[src/rtl/fft8_butterfly.sv]
// Pipelined radix-2 DIT butterfly for the 8-point FFT: out1 = a + W8^k*b, out2 = a - W8^k*b.
// Three register stages (capture/twiddle, products, combine) plus a butterfly counter for stage/transform completion.
module fft8_butterfly #(
    parameter int DW = 24,
    parameter int TW = 16
) (
    input  logic          clk,
    input  logic          rst,
    input  logic          in_valid,
    input  logic [1:0]    tw_idx,
    input  logic [2:0]    addr_a,
    input  logic [2:0]    addr_b,
    input  logic [DW-1:0] a_re,
    input  logic [DW-1:0] a_im,
    input  logic [DW-1:0] b_re,
    input  logic [DW-1:0] b_im,
    output logic          out_valid,
    output logic [2:0]    out_addr1,
    output logic [2:0]    out_addr2,
    output logic [DW-1:0] out_re1,
    output logic [DW-1:0] out_im1,
    output logic [DW-1:0] out_re2,
    output logic [DW-1:0] out_im2,
    output logic          stage_done,
    output logic          fft_done,
    output logic          busy
);

    localparam int PW = DW + TW;
    localparam int SW = DW + TW + 1;

    function automatic logic signed [TW-1:0] tw_re(input logic [1:0] k);
        case (k)
            2'd0:    return TW'(16384);
            2'd1:    return TW'(11585);
            2'd2:    return TW'(0);
            default: return TW'(-11585);
        endcase
    endfunction

    function automatic logic signed [TW-1:0] tw_im(input logic [1:0] k);
        case (k)
            2'd0:    return TW'(0);
            2'd1:    return TW'(-11585);
            2'd2:    return TW'(-16384);
            default: return TW'(-11585);
        endcase
    endfunction

    // Q1.14 product back to DW bits: add half an LSB, arithmetic shift (round half up), wrap.
    function automatic logic signed [DW-1:0] round_q14(input logic signed [SW-1:0] p);
        return DW'((p + SW'(8192)) >>> 14);
    endfunction

    logic                 vld_p0, vld_p1, vld_p2;
    logic [2:0]           addr_a_p0, addr_b_p0, addr_a_p1, addr_b_p1;
    logic signed [DW-1:0] a_re_p0, a_im_p0, b_re_p0, b_im_p0;
    logic signed [TW-1:0] wr_p0, wi_p0;
    logic signed [DW-1:0] a_re_p1, a_im_p1;
    logic signed [PW-1:0] prr_p1, pii_p1, pri_p1, pir_p1;
    logic signed [SW-1:0] p_re, p_im;
    logic signed [DW-1:0] t_re, t_im;
    logic [3:0]           bfly_cnt, cnt_inc;

    // S1: operand capture and twiddle lookup
    always_ff @(posedge clk) begin
        a_re_p0   <= signed'(a_re);
        a_im_p0   <= signed'(a_im);
        b_re_p0   <= signed'(b_re);
        b_im_p0   <= signed'(b_im);
        wr_p0     <= tw_re(tw_idx);
        wi_p0     <= tw_im(tw_idx);
        addr_a_p0 <= addr_a;
        addr_b_p0 <= addr_b;
    end

    // S2: four partial products
    always_ff @(posedge clk) begin
        prr_p1    <= PW'(b_re_p0) * PW'(wr_p0);
        pii_p1    <= PW'(b_im_p0) * PW'(wi_p0);
        pri_p1    <= PW'(b_re_p0) * PW'(wi_p0);
        pir_p1    <= PW'(b_im_p0) * PW'(wr_p0);
        a_re_p1   <= a_re_p0;
        a_im_p1   <= a_im_p0;
        addr_a_p1 <= addr_a_p0;
        addr_b_p1 <= addr_b_p0;
    end

    always_ff @(posedge clk or negedge rst) begin
        if (!rst) begin
            vld_p0 <= 1'b0;
            vld_p1 <= 1'b0;
        end else begin
            vld_p0 <= in_valid;
            vld_p1 <= vld_p0;
        end
    end

    // S3: combine, round, add/subtract; outputs hold when no pair completes
    always_comb begin
        p_re    = SW'(prr_p1) - SW'(pii_p1);
        p_im    = SW'(pri_p1) + SW'(pir_p1);
        t_re    = round_q14(p_re);
        t_im    = round_q14(p_im);
        cnt_inc = bfly_cnt + 4'd1;
    end

    always_ff @(posedge clk or negedge rst) begin
        if (!rst) begin
            vld_p2     <= 1'b0;
            stage_done <= 1'b0;
            fft_done   <= 1'b0;
            bfly_cnt   <= 4'd0;
            out_addr1  <= 3'd0;
            out_addr2  <= 3'd0;
            out_re1    <= '0;
            out_im1    <= '0;
            out_re2    <= '0;
            out_im2    <= '0;
        end else begin
            vld_p2     <= vld_p1;
            stage_done <= vld_p1 && (cnt_inc[1:0] == 2'd0);
            fft_done   <= vld_p1 && (cnt_inc == 4'd12);
            if (vld_p1) begin
                bfly_cnt  <= (cnt_inc == 4'd12) ? 4'd0 : cnt_inc;
                out_addr1 <= addr_a_p1;
                out_addr2 <= addr_b_p1;
                out_re1   <= a_re_p1 + t_re;
                out_im1   <= a_im_p1 + t_im;
                out_re2   <= a_re_p1 - t_re;
                out_im2   <= a_im_p1 - t_im;
            end
        end
    end

    assign out_valid = vld_p2;
    assign busy      = vld_p0 | vld_p1 | vld_p2;

endmodule

[config.mk]
export PLATFORM = sky130hd
export DESIGN_NAME = fft8_butterfly
export DESIGN_NICKNAME = d
export VERILOG_FILES = /design/src/rtl/fft8_butterfly.sv
export SDC_FILE = /design/constraint.sdc
export NUM_CORES = 2
export LEC_CHECK = 0
export CAP_MARGIN = 40
export CORE_AREA = 2 2 279 556
export DETAILED_ROUTE_END_ITERATION = 8
export DIE_AREA = 0 0 281 558
export PLACE_DENSITY_LB_ADDON = 0.25
export SYNTH_ARGS = -nofsm -noshare
export SYNTH_HDL_FRONTEND = slang
export SYNTH_SLANG_ARGS = --single-unit
[constraint.sdc]
create_clock -name clk -period 22 [get_ports clk]
set_input_delay 5.5 -clock clk [delete_from_list [all_inputs] [get_ports clk]]
set_output_delay 5.5 -clock clk [all_outputs]
set_load 0.03 [all_outputs]
# Yosys cells after proc, flatten, opt, wreduce, memory -nomap -nowiden
# Index checks and enable logic that the tools add are counted.
[op_classes]
bitwise = 2
muxes = 3
n_shift = 0
n_div = 0
reduce_logical = 4
n_lt_le_gt_ge = 0
n_eq_ne = 3
n_mul = 4
n_addsub = 9
[ops]
columns = ["op", "n"]
rows = [
  ["multiplier 24 x 16 -> 38 bit", 4],
  ["adder 38 x 15 -> 38 bit, second input constant", 2],
  ["adder 24 bit", 2],
  ["case mux 16 bit (3 select lines)", 1],
  ["subtractor 24 bit", 2],
  ["adder 38 bit", 1],
  ["subtractor 38 bit", 1],
  ["case mux 16 bit (2 select lines)", 1],
  ["adder 4 x 1 -> 4 bit, second input constant", 1],
  ["equality test 4 bit, second input constant", 1],
  ["zero test 2 bit", 2],
  ["two-way mux 4 bit", 1],
  ["equality test 2 x 1 -> 1 bit, second input constant", 1],
  ["equality test 2 bit, second input constant", 1],
  ["logical AND 1 bit", 2],
  ["OR 1 bit", 2],
]
[totals]
rom_bits = 0
mem_count = 0
mem_bits_rw = 0
wordCells = 53
inputBits = 107
latchBits = 0
ff_bits = 451

# Depth between registers and ports, before layout
[logic_depth]
word_depth = 3
mapped_depth = 29
depth_no_buf = 27

# Worst setup path after synthesis
# OpenSTA, ideal clock, no wires.
[synth_path]
path_type = "flip-flop to flip-flop"
start = "register wr_p0[12]"
end = "register pir_p1[37]"
path_slack_ns = 14.718
required_ns = 21.928
stages_incl_launch_ff = 28
arrival_ns = 7.210
n_path_buf = 3
path_cell_list = "dfxtp_1 > clkbuf_1 > clkbuf_1 > clkbuf_1 > nand2_1 > fa_1 > inv_1 > fa_1 > inv_1 > fa_1 > inv_1 > fa_1 > inv_1 > fa_1 > inv_1 > fa_1 > ha_1 > a21o_1 > a211o_1 > a211oi_1 > a21boi_1 > nor4b_1 > a21oi_1 > o31ai_1 > or4_1 > a31o_2 > a21oi_1 > xnor2_1"
[synth_via]
elab_chain_len = 1
[synth_lines]
columns = ["item", "line", "rtl"]
rows = [
  ["start: declaration", "58", "logic signed [TW-1:0] wr_p0, wi_p0;"],
  ["start signal: assignment", "71", "wr_p0 <= tw_re(tw_idx);"],
  ["multiplier 24 x 16 -> 38 bit", "82", "pir_p1 <= PW'(b_im_p0) * PW'(wr_p0);"],
  ["end signal: assignment", "82", ""],
  ["end: declaration", "60", "logic signed [PW-1:0] prr_p1, pii_p1, pri_p1, pir_p1;"],
]
# Every way passes these cells.
# A chain may end at the register's enable or synchronous reset.

# Worst setup path in the final report
[layout_path]
start = "register vld_p1"
end = "output port busy"
[layout_via]
elab_chain_len = 2
[layout_lines]
columns = ["item", "line", "rtl"]
rows = [
  ["start: declaration", "55", "logic vld_p0, vld_p1, vld_p2;"],
  ["start signal: assignment", "95", "vld_p1 <= vld_p0;"],
  ["OR 1 bit (2 in series)", "137", "assign busy = vld_p0 | vld_p1 | vld_p2;"],
  ["end: declaration", "26", "output logic busy"],
]
# Every way passes these cells.

==> flow_metrics.py <==
metrics = {
    "global_route": {
        "grt_max_degree": 76,
        "antenna_found_initial": 3,
        "grt_pass1_wl_um": 261000,
        "grt_pass1_vias": 46700,
        "overflow": 0,
        "grtUsageTotal_pct": 22.2,
    },
    "clock_network": {
        "path_clk_slew_ns": 0.07,
        "post_cts_resize_count": 0,
        "htree_levels": 2,
        "clockBufferDepth": 3,
        "cts_hold_buf": 0,
        "cts_buffers": 47,
        "postCtsSetupBuffers": 0,
        "worst_skew_pair.late_latency_ns": 0.65,
        "cts-root-buf": "clkbuf_16",
        "cts_tree": "yes",
        "cts.sinks": 423,
    },
    "timing": {
        "post-route-period-util_pct": 36.2,
        "relSlewSlack_pct": 43.6,
        "slew_violations": 0,
        "finalClockSkew_ns": 0.0189,
        "finalCriticalPeriod_ns": 7.97,
        "setup_viol": 0,
        "rsz0062_at_grt": "false",
        "holdWs_ns": 0.322,
        "finalHoldViolCount": 0,
        "max_freq_mhz": 125,
        "worst_pin_slew_ns": 0.846,
        "worst_slack_ns": 14.03,
        "setup_tns_ns": 0,
    },
    "min_path": {
        "holdPathStages": 0,
        "whs_endpoint": "a_im_p1[15]",
        "worstHoldPathType": "flop to flop",
        "hold_start": "a_im_p0[15]",
    },
    "setup_path": {
        "reg2reg_to": "pir_p1[37]",
        "cp_cell_sequence": "or3_1 > clkdlybuf4s50_1",
        "crit_required_ns": 16.50,
        "reg2reg_depth": 25,
        "crit_fanout": 71,
        "critPathSlowestCell": "dfrtp_4",
        "endpoint_kind": "output pin",
        "start_kind": "flop",
        "crit_family": "flip-flops",
        "cp_slowest_stage_delay_ns": 0.76,
        "crit_type": "flop to output pin",
        "r2r_slack_ns": 14.06,
        "crit_buf_inv": 1,
        "worstReg2RegStart": "wr_p0[12]",
        "cp.arrival_ns": 2.47,
    },
    "synth": {
        "yosysTopAreaCell": "fa_1",
        "netlist_instances": 6205,
        "ys_ff_latch": 423,
        "syn_avg_cell_area_sq_um": 9.78,
        "synth_top_area_share_pct": 36.2,
        "yosys_warnings": 0,
        "synth_edf_count": 0,
        "ys_types": 82,
        "yosysSeqAreaShare_pct": 14.9,
        "synthTopCellsByArea": "fa_1 (36%), ha_1 (17%), dfxtp_1 (10%)",
        "synth_area_sq_mm": 0.0607,
        "synth-async-reset-ratio_pct": 25.8,
        "synth-main-ff-cell": "dfxtp_1",
    },
    "finish": {
        "final_common_cell": "inv_1",
        "multi_input_area_sq_mm": 0.0450,
        "drive_above_1_share_pct": 3.36,
        "layout_common_cells": "inv_1 (1661), fa_1 (1098), ha_1 (810), dfxtp_1 (312), nor2_1 (296)",
        "area_delta_synth_final_pct": 10.5,
        "fillCellCount": 14800,
        "seq_area_sq_mm": 0.00902,
        "num-nets-final": 8410,
        "final-instance-count-excl-fill": 8485,
    },
    "route": {
        "post_drt_wl_per_cell_um": 20.0,
        "first_pass_iters": 5,
        "wirelength_um": 170000,
        "drc_errors": 0,
        "ant_nets": 0,
        "drtIter0Drc": 1437,
        "routed-via-count": 41400,
        "drt-vias-per-instance": 4.88,
    },
    "floorplanning": {
        "die_w_um": 281,
        "die_area_sq_mm": 0.157,
        "num_rows": 203,
        "start_util_pct": 39.8,
        "coreArea_sq_mm": 0.153,
        "io-pin-count": 213,
        "die_h_um": 558,
    },
    "place": {
        "dpl.cell_count": 8396,
        "place.gp.congestion": 0.968,
        "dp_hpwl_um": 150000,
        "io_buffers": 212,
        "dp_slack_ns": 14.08,
    },
    "flow_run": {
        "drv_cap": 0,
    },
    "run_status": {
        "status": "finished clean",
    },
}
-- flip-flops by register name (all words and copies together) (netlist names), 38 cells and up --
name,flops
pii_p1,38
pir_p1,38
pri_p1,38
prr_p1,38
-- synth_stat cells (19+ instances only) --
cell type,number
and3_1,27
xor2_1,65
a21oi_1,264
or3_1,20
xnor2_1,241
nand2b_1,44
nor3_1,49
o21bai_1,46
o21ai_0,132
nor2_1,296
inv_1,1662
fa_1,1098
a31oi_1,20
a211oi_1,29
clkbuf_1,94
o211ai_1,19
ha_1,810
dfxtp_1,314
and2_1,164
mux2_2,53
nand3_1,45
nand2_1,238
dfrtp_1,109
o21a_1,24
nor2b_1,36
a21o_1,104
-- cells by family after synthesis --
| family | share of synthesized area (%) |
|---|---|
| adders and majority gates | 52.9 |
| other | 0.00618 |
| xor gates and xnor gates | 4.42 |
| buffers and inverters | 11.0 |
| DFF | 14.9 |
| AOI/OAI and AO/OA | 8.07 |
| muxes | 1.05 |
| and+or+nand+nor | 7.71 |
-- per-stage QoR --
stage,instance area [sq um],util [%]
after floorplan,60700,-
after global placement,65200,42.7
after detailed placement,65300,42.8
after CTS,67000,43.9
after global routing,67100,43.9
final,67100,43.9
-- layout make-up --
| class | instances | area share [%] |
|---|---|---|
| repair buffers | 249 | 3.63 |
| inverters | 1663 | 9.31 |
| multi-input cells | 4011 | 67.1 |
| clock buffers | 64 | 2.17 |
| clock inverters | 24 | 0.465 |
| flip-flops and latches | 423 | 13.5 |
| well taps | 2050 | 3.83 |
| diodes | 1 | 0.00373 |
-- worst max path at each step --
| stage | cells past startpoint | slack [ns] | to | startpoint |
|---|---|---|---|---|
| final | 2 | 14.03 | busy | vld_p1 |
| after global routing | 25 | 13.67 | pir_p1[37] | wr_p0[12] |
| after CTS | 2 | 13.96 | busy | vld_p1 |
| after detailed placement | 25 | 14.08 | pir_p1[37] | wr_p0[12] |
| after global placement | 25 | 14.19 | pir_p1[37] | wr_p0[12] |
| after floorplan | 27 | 14.72 | pir_p1[37] | wr_p0[12] |
-- per-layer routing --
| metal | vias up | GRT usage [%] | share of wire (%) |
|---|---|---|---|
| met5 | - | 0 | 0 |
| met4 | 0 | 16.5 | 8.9 |
| met3 | 457 | 1.95 | 2.6 |
| met2 | 879 | 43.7 | 56 |
| met1 | 20700 | 20.9 | 33 |
| li1 | 19400 | - | - |
Power is left out: the tool's default activity adds up to more than one toggle a clock period on the data nets, which glitch-free logic cannot reach.
